--- config.mk ---
export PLATFORM = sky130hd
export DESIGN_NAME = muldiv_seq
export DESIGN_NICKNAME = d
export VERILOG_FILES = /design/src/rtl/muldiv_seq.sv
export SDC_FILE = /design/constraint.sdc
export NUM_CORES = 1
export LEC_CHECK = 0
export ABC_AREA = 1
export CORE_ASPECT_RATIO = 1.1
export CORE_UTILIZATION = 48
export DETAILED_ROUTE_END_ITERATION = 8
export HOLD_SLACK_MARGIN = 0.02
export PLACE_DENSITY = 0.82
export SYNTH_ARGS = -nofsm -noshare
export SYNTH_HDL_FRONTEND = slang
export SYNTH_SLANG_ARGS = --single-unit
--- constraint.sdc ---
create_clock -name clk -period 2.3 [get_ports clk]
set_input_delay 0.69 -clock clk [delete_from_list [all_inputs] [get_ports clk]]
set_output_delay 0.69 -clock clk [all_outputs]
set_load 0.005 [all_outputs]
--- src/rtl/muldiv_seq.sv ---
// muldiv_seq: iterative MULT/MULTU/DIV/DIVU sequencer.
// Owns the architectural HI/LO registers.
module muldiv_seq #(
  parameter int WIDTH = 32
) (
  input  logic             clk,
  input  logic             rstn,
  input  logic             start,
  input  logic [1:0]       op,
  input  logic [WIDTH-1:0] a,
  input  logic [WIDTH-1:0] b,
  input  logic             mthi,
  input  logic             mtlo,
  input  logic [WIDTH-1:0] wdata,
  output logic             busy,
  output logic             done,
  output logic             dz,
  output logic [WIDTH-1:0] hi,
  output logic [WIDTH-1:0] lo
);

  localparam int W2 = 2 * WIDTH;
  localparam int CW = $clog2(WIDTH) + 1;

  localparam logic [2:0] S_IDLE = 3'd0;
  localparam logic [2:0] S_PREP = 3'd1;
  localparam logic [2:0] S_CALC = 3'd2;
  localparam logic [2:0] S_FIX  = 3'd3;
  localparam logic [2:0] S_DONE = 3'd4;

  logic [2:0]       state;
  logic [2:0]       nxt;
  logic [1:0]       op_r;
  logic [WIDTH-1:0] a_r;
  logic [WIDTH-1:0] b_r;
  logic [WIDTH-1:0] opd;
  logic [W2-1:0]    acc;
  logic             neg_q;
  logic             neg_r;
  logic [CW-1:0]    cnt;
  logic             dz_r;

  logic             is_div;
  logic             is_sgn;
  logic [WIDTH-1:0] abs_a;
  logic [WIDTH-1:0] abs_b;
  logic [WIDTH:0]   msum;
  logic [W2-1:0]    mul_nxt;
  logic [WIDTH:0]   sr;
  logic [WIDTH+1:0] diff;
  logic [W2-1:0]    div_nxt;
  logic [W2-1:0]    prod;
  logic [WIDTH-1:0] fq;
  logic [WIDTH-1:0] fr;
  logic             dz_c;
  logic [WIDTH-1:0] res_hi;
  logic [WIDTH-1:0] res_lo;

  assign is_div = op_r[1];
  assign is_sgn = ~op_r[0];

  assign busy = (state != S_IDLE);
  assign done = (state == S_DONE);
  assign dz   = dz_r;

  // Operand magnitudes, one iteration step and the final sign fix-up.
  always_comb begin
    abs_a = (is_sgn && a_r[WIDTH-1]) ? -a_r : a_r;
    abs_b = (is_sgn && b_r[WIDTH-1]) ? -b_r : b_r;
    msum = {1'b0, acc[W2-1:WIDTH]}
         + {1'b0, (acc[0] ? opd : {WIDTH{1'b0}})};
    mul_nxt = {msum, acc[WIDTH-1:1]};
    sr = acc[W2-1:WIDTH-1];
    diff = {1'b0, sr} - {2'b00, opd};
    if (diff[WIDTH+1])
      div_nxt = {sr[WIDTH-1:0], acc[WIDTH-2:0], 1'b0};
    else
      div_nxt = {diff[WIDTH-1:0], acc[WIDTH-2:0], 1'b1};
    prod = neg_q ? -acc : acc;
    fq = neg_q ? -acc[WIDTH-1:0] : acc[WIDTH-1:0];
    fr = neg_r ? -acc[W2-1:WIDTH] : acc[W2-1:WIDTH];
    dz_c = is_div && (b_r == {WIDTH{1'b0}});
    res_hi = prod[W2-1:WIDTH];
    res_lo = prod[WIDTH-1:0];
    if (is_div) begin
      if (dz_c) begin
        res_hi = a_r;
        res_lo = {WIDTH{1'b1}};
      end else begin
        res_hi = fr;
        res_lo = fq;
      end
    end
  end

  // Sequencer next-state; latency is fixed regardless of operands.
  always_comb begin
    nxt = state;
    case (state)
      S_IDLE: if (start) nxt = S_PREP;
      S_PREP: nxt = S_CALC;
      S_CALC: if (cnt == CW'(1)) nxt = S_FIX;
      S_FIX:  nxt = S_DONE;
      S_DONE: nxt = S_IDLE;
      default: nxt = S_IDLE;
    endcase
  end

  // State register.
  always_ff @(posedge clk or negedge rstn) begin
    if (!rstn) state <= S_IDLE;
    else       state <= nxt;
  end

  // Working registers: capture, prepare, iterate, flag divide by zero.
  always_ff @(posedge clk or negedge rstn) begin
    if (!rstn) begin
      op_r  <= 2'b00;
      a_r   <= '0;
      b_r   <= '0;
      opd   <= '0;
      acc   <= '0;
      neg_q <= 1'b0;
      neg_r <= 1'b0;
      cnt   <= '0;
      dz_r  <= 1'b0;
    end else begin
      case (state)
        S_IDLE: begin
          if (start) begin
            op_r <= op;
            a_r  <= a;
            b_r  <= b;
          end
        end
        S_PREP: begin
          neg_q <= is_sgn & (a_r[WIDTH-1] ^ b_r[WIDTH-1]);
          neg_r <= is_sgn & a_r[WIDTH-1];
          opd   <= is_div ? abs_b : abs_a;
          acc   <= {{WIDTH{1'b0}}, (is_div ? abs_a : abs_b)};
          cnt   <= CW'(WIDTH);
        end
        S_CALC: begin
          acc <= is_div ? div_nxt : mul_nxt;
          cnt <= cnt - CW'(1);
        end
        S_FIX:  dz_r <= dz_c;
        S_DONE: dz_r <= 1'b0;
        default: dz_r <= 1'b0;
      endcase
    end
  end

  // HI/LO: moves while idle, results on the FIX->DONE edge.
  always_ff @(posedge clk or negedge rstn) begin
    if (!rstn) begin
      hi <= '0;
      lo <= '0;
    end else if (state == S_FIX) begin
      hi <= res_hi;
      lo <= res_lo;
    end else if (state == S_IDLE) begin
      if (mthi) hi <= wdata;
      if (mtlo) lo <= wdata;
    end
  end

endmodule

# Yosys cells after proc, flatten, opt, wreduce, memory -nomap -nowiden
# Index checks and enable logic that the tools add are counted.
totals:
  ff_bits: 238
  inputBits: 103
  out_inout_bits: 67
  wordCells: 72
classes:
  addsub: 8
  eq_ne: 7
  n_mux: 26
  n_bitwise: 4
  n_reduce_logical: 15
op_table:
  columns: ["cell", "count"]
  rows:
  - ["32-bit 2-to-1 mux", 17]
  - ["64-bit 2-to-1 mux", 3]
  - ["32-bit negation", 4]
  - ["64-bit case mux with 2 select lines", 1]
  - ["64-bit negation", 1]
  - ["33-bit by 32-bit subtractor with 34-bit output", 1]
  - ["32-bit by 32-bit adder with 33-bit output", 1]
  - ["32-bit logical NOT", 1]
  - ["3-bit case mux with 4 select lines", 1]
  - ["6-bit case mux with 2 select lines", 1]
  - ["2-bit AND reduction", 4]
  - ["2-bit nonzero test", 4]
  - ["3-bit by 2-bit equality test with 1-bit output, second input constant", 2]
  - ["6-bit by 1-bit equality test with 1-bit output, second input constant", 1]
  - ["3-bit 2-to-1 mux", 2]
  - ["6-bit by 1-bit subtractor with 6-bit output, second input constant", 1]
  - ["2-bit inequality test, second input constant", 2]
  - ["3-bit by 1-bit equality test with 1-bit output, second input constant", 1]
  - ["3-bit equality test, second input constant", 1]
  - ["1-bit logical AND", 3]
  - ["3-bit logical NOT", 1]
  - ["3-bit nonzero test", 1]
  - ["3-bit OR reduction", 1]
  - ["1-bit AND", 2]
  - ["other kinds (3)", 3]

# Logic depth before layout (Yosys ltp)
depth:
  depth_word: 5
  mapped_depth: 20
  depth_no_buf: 18

# Least setup slack after synthesis
# OpenSTA, ideal clock, no wires.
synth_timing:
  kind: "register to register"
  startpoint: "register acc[0]"
  endpoint: "register acc[49]"
  setup_time_ns: 0.117
  arrival_ns: 2.364
  required_time_ns: 2.183
  setup_slack_ns: -0.180
  stages_incl_launch_ff: 20
  path_buffers: 2
  synth_period_minus_slack_ns: 2.480
  path_cell_list: "dfrtp_1 buf_6 clkbuf_1 nand2_1 inv_1 ha_1 inv_1 fa_1 o21ai_2 nand2_1 nand2_1 nand2_1 nand2_1 nand2_1 nand3_1 nand3_1 nand2_1 inv_1 nand2_1 nand2_1"
synth_between:
  elab_chain_cells: 4
synth_lines:
  columns: ["item", "line", "source"]
  rows:
  - ["start: declaration", "37", "logic [W2-1:0] acc;"]
  - ["start signal: assignment", "140", "acc <= {{WIDTH{1'b0}}, (is_div ? abs_a : abs_b)};"]
  - ["start signal: assignment", "144", "acc <= is_div ? div_nxt : mul_nxt;"]
  - ["32-bit 2-to-1 mux", "71", "+ {1'b0, (acc[0] ? opd : {WIDTH{1'b0}})};"]
  - ["32-bit by 32-bit adder with 33-bit output", "71", null]
  - ["64-bit 2-to-1 mux", "144", null]
  - ["64-bit case mux with 2 select lines", "128", "case (state)"]
# Every way passes these cells.
# A chain may end at the register's enable or synchronous reset.

# Worst setup path in the final report
layout_timing:
  startpoint: "register acc[0]"
  endpoint: "register acc[52]"
# The elaborated chain is that of the path after synthesis.

==> flow_metrics.env <==
export IMPL_wl_per_cell_um=21.01
export IMPL_peakVddDrop_mv=1.347
export IMPL_crit_fanout=28
export IMPL_max_freq_ghz=0.4155
export IMPL_tightest_slew_ns=0.7522
export IMPL_drcViolationCount=0
export IMPL_worst_r2r_cell_count=16
export IMPL_final_max_slew_viol_count=0
export IMPL_ys_top_cells_by_area="dfrtp_1 (28%), nand2_1 (19%), nand3_1 (8.7%)"
export IMPL_dpl_hpwl_mm=77.65
export IMPL_nFillCells=3946
export IMPL_synthArstFlopShare_pct=100.0
export IMPL_cpMaxStageDelayCell="dfrtp_1"
export IMPL_status="finished, violations left"
export IMPL_synthCells=3472
export IMPL_io_pins=170
export IMPL_path_clk_slew_ns=0.06
export IMPL_regToRegEndpoint="acc[52]$_DFFE_PN0P_"
export IMPL_seq_area_frac_synth_pct=27.74
export IMPL_cts_tree="built"
export IMPL_drive_gt1_share_pct=19.54
export IMPL_grt_first_pass_wirelength_mm=142.3
export IMPL_die_x_um=203.7
export IMPL_cts_root_buf="clkbuf_16"
export IMPL_grt_max_degree=58
export IMPL_dr_pass1_iters=7
export IMPL_fin_crit_ns=2.407
export IMPL_grt_overflow_total=0
export IMPL_ff_latch_area_sq_um=5992
export IMPL_hold_slack_ns=0.03535
export IMPL_grt_pass1_vias=24030
export IMPL_cp_arrival_ns=2.87
export IMPL_start_util_pct=49.08
export IMPL_worstReg2RegStart="acc[0]$_DFFE_PN0P_"
export IMPL_ant_nets=0
export IMPL_layout_setup_ws_ns=-0.1067
export IMPL_die_h_um=223.8
export IMPL_hold_viol=0
export IMPL_reg2reg_slack_ns=-0.11
export IMPL_clkSinkCount=238
export IMPL_syn_area_sq_um=21470
export IMPL_synth_top_area_share_pct=27.74
export IMPL_crit_top_cell="nand2_1"
export IMPL_worstSetupPathType="reg -> reg"
export IMPL_grt_usage_pct=41.29
export IMPL_io_buffer_count=169
export IMPL_fin_worst_skew_ns=0.02887
export IMPL_viasPerCell=5.748
export IMPL_clk_path_buf_depth=3
export IMPL_worstPathRequired_ns=2.76
export IMPL_clk_latency_ns=0.59
export IMPL_start_kind="register"
export IMPL_antenna_found_initial=4
export IMPL_slew_headroom_pct=49.32
export IMPL_vias=26130
export IMPL_core_area_sq_um=43740
export IMPL_antennaDiodeCount=0
export IMPL_violations="setup timing"
export IMPL_total_leakage_power_nw=14.13
export IMPL_crit_chain="buf_12 -> nand2_1 -> inv_1 -> ha_1 -> buf_4 -> nand2_1 -> nor2_2 -> nand2_1 -> inv_1 -> nand3_1 -> nand3_1 -> nor2_1 -> o21ai_1 -> inv_1 -> nand2_1 -> nand2_1"
export IMPL_postCtsHoldBufs=0
export IMPL_avgSynthCellArea_sq_um=6.184
export IMPL_fin_area_sq_um=28650
export IMPL_drtIter0Drc=3065
export IMPL_area_delta_synth_final_pct=33.43
export IMPL_maxCapViolCount=0
export IMPL_timing_final_crit_share_pct=104.6
export IMPL_dpl_cell_area_sq_um=26550
export IMPL_die_area_sq_um=45580
export IMPL_synth_top_flop_cell="dfrtp_1"
export IMPL_multiInputGateArea_sq_um=14290
export IMPL_synth_seq_cells=238
export IMPL_synth_area_leader_cell="dfrtp_1"
export IMPL_cts_max_level=1
export IMPL_rsz0062_at_grt="yes"
export IMPL_slowest_delay_ns=0.42
export IMPL_synthesis_nets=3647
export IMPL_row_count=80
export IMPL_min_path_type="in -> async"
export IMPL_finalSetupViolCount=11
export IMPL_yosysUniqueCellTypes=54
export IMPL_fin_nets=4129
export IMPL_wl_mm=95.53
export IMPL_place_congestion=1.060
export IMPL_ys_warn_count=0
export IMPL_end_kind="register"
export IMPL_synth_edf_count=0
export IMPL_power_density_nw_per_um2=1712
export IMPL_cts_buffers=27
-- area by class of cell --
class / count / area share (%)
sequential: 238 / 20.92
inverter: 438 / 5.761
multi-input combinational: 2663 / 49.87
tap: 574 / 2.507
timing repair buffer: 586 / 17.80
clock inverter: 12 / 0.5809
clock buffer: 35 / 2.568
-- placed cells by master, fill, tap and decap left out, types with 19 or more instances in the layout --
cell	synthesis	final
buf_12	0	21
a21oi_1	138	117
nor2_4	12	20
ha_4	0	38
nand4_1	53	53
dfrtp_2	0	26
nor2_2	18	54
nand3_1	372	353
inv_1	413	403
nor2_1	318	274
o21ai_1	22	37
nand2_1	1094	1061
clkdlybuf4s50_1	0	166
a21oi_2	2	21
o2111ai_1	19	19
o211ai_1	70	70
xor2_1	82	78
buf_4	3	393
o21ai_0	241	223
inv_2	23	32
clkbuf_16	0	27
ha_1	70	29
nand2_2	17	47
dfrtp_1	238	211
nand3_2	4	20
-- power by group --
part | switching [mW] | internal, mW | total, mW
combinational | 21.8 | 14.1 | 36.0
sequential | 2.24 | 6.32 | 8.56
clock | 1.86 | 2.68 | 4.55
-- metal layers --
metal  share of wire, %  vias to the layer above  global-route usage, %
met5              0.088                        -                      0
met4                6.4                        8                  22.53
met3                 12                      327                  9.587
met2                 42                     1458                  61.71
met1                 40                    12070                  54.90
li1                   -                    12270                      -
-- metrics by stage --
stage / cells / total power, mW / TNS (ns) / utilization (%) / worst slack (ns)
2_1_floorplan: 3472 / 26.27 / 0 / - / 0.04788
3_3_place_gp: 4481 / 40.90 / -0.7018 / 60.70 / -0.08456
3_5_place_dp: 4481 / 41.20 / -0.8454 / 60.70 / -0.1355
4_1_cts: 4529 / 46.28 / -0.05242 / 63.33 / -0.02320
5_1_grt: 4546 / 52.18 / -3.892 / 65.49 / -0.2232
6_report: 4546 / 49.05 / -0.2848 / 65.49 / -0.1067
-- synth_stat cells, types with 5 or more instances --
cell type  number
nand2_1      1094
inv_1         413
nand3_1       372
nor2_1        318
o21ai_0       241
dfrtp_1       238
a21oi_1       138
xor2_1         82
ha_1           70
o211ai_1       70
clkbuf_1       58
nand4_1        53
buf_2          46
inv_2          23
o21ai_1        22
buf_1          19
nor3_1         19
o2111ai_1      19
nor2_2         18
o21bai_1       18
o22ai_1        18
nand2_2        17
nor2_4         12
nand3b_1        9
buf_6           7
xnor2_1         7
a21o_1          5
a31oi_1         5
nand2_4         5
o221ai_1        5
-- cells by family after synthesis --
family / Yosys count / synth area share (%)
and+or+nand+nor: 1941 / 38.62
DFF: 238 / 27.74
xor gates and xnor gates: 89 / 3.631
buffers and inverters: 571 / 10.55
adders and majority gates: 72 / 4.266
AOI/OAI and AO/OA: 557 / 14.98
muxes: 4 / 0.2098
-- worst max-delay path by stage --
stage	to	slack [ns]	cells past startpoint	startpoint
after floorplan	acc[49]$_DFFE_PN0P_	0.05	19	acc[0]$_DFFE_PN0P_
after global placement	acc[59]$_DFFE_PN0P_	-0.08	15	acc[0]$_DFFE_PN0P_
after detailed placement	acc[59]$_DFFE_PN0P_	-0.14	16	acc[0]$_DFFE_PN0P_
after CTS	acc[60]$_DFFE_PN0P_	-0.02	15	acc[0]$_DFFE_PN0P_
after global routing	acc[52]$_DFFE_PN0P_	-0.22	17	acc[0]$_DFFE_PN0P_
final	acc[52]$_DFFE_PN0P_	-0.11	16	acc[0]$_DFFE_PN0P_
-- what timing repair did --
| action | 4_1_cts | 5_1_grt |
|---|---|---|
| cloned | 0 | 0 |
| setup endpoints to repair | 28 | 77 |
| pin swaps | 5 | 16 |
| buffers inserted | 1 | 17 |
| gates resized for setup | 56 | 190 |
-- worst max-delay path: cells and delay by family (launching register included) --
| family | cells | cell delay (ns) |
|---|---|---|
| adders and majority gates | 1 | 0.32 |
| buffers and inverters | 5 | 0.53 |
| and+or+nand+nor | 9 | 0.83 |
| AOI/OAI and AO/OA | 1 | 0.17 |
| DFF | 1 | 0.42 |
-- sequential cells by signal, summed over array words and instances (netlist names) --
| register | flops |
|---|---|
| acc | 64 |
| state | 3 |
| cnt | 6 |
| a_r | 32 |
| neg_r | 1 |
| dz | 1 |
| hi | 32 |
| lo | 32 |
| neg_q | 1 |
| op_r | 2 |
| b_r | 32 |
| opd | 32 |
(Power assumes the default switching activity.)
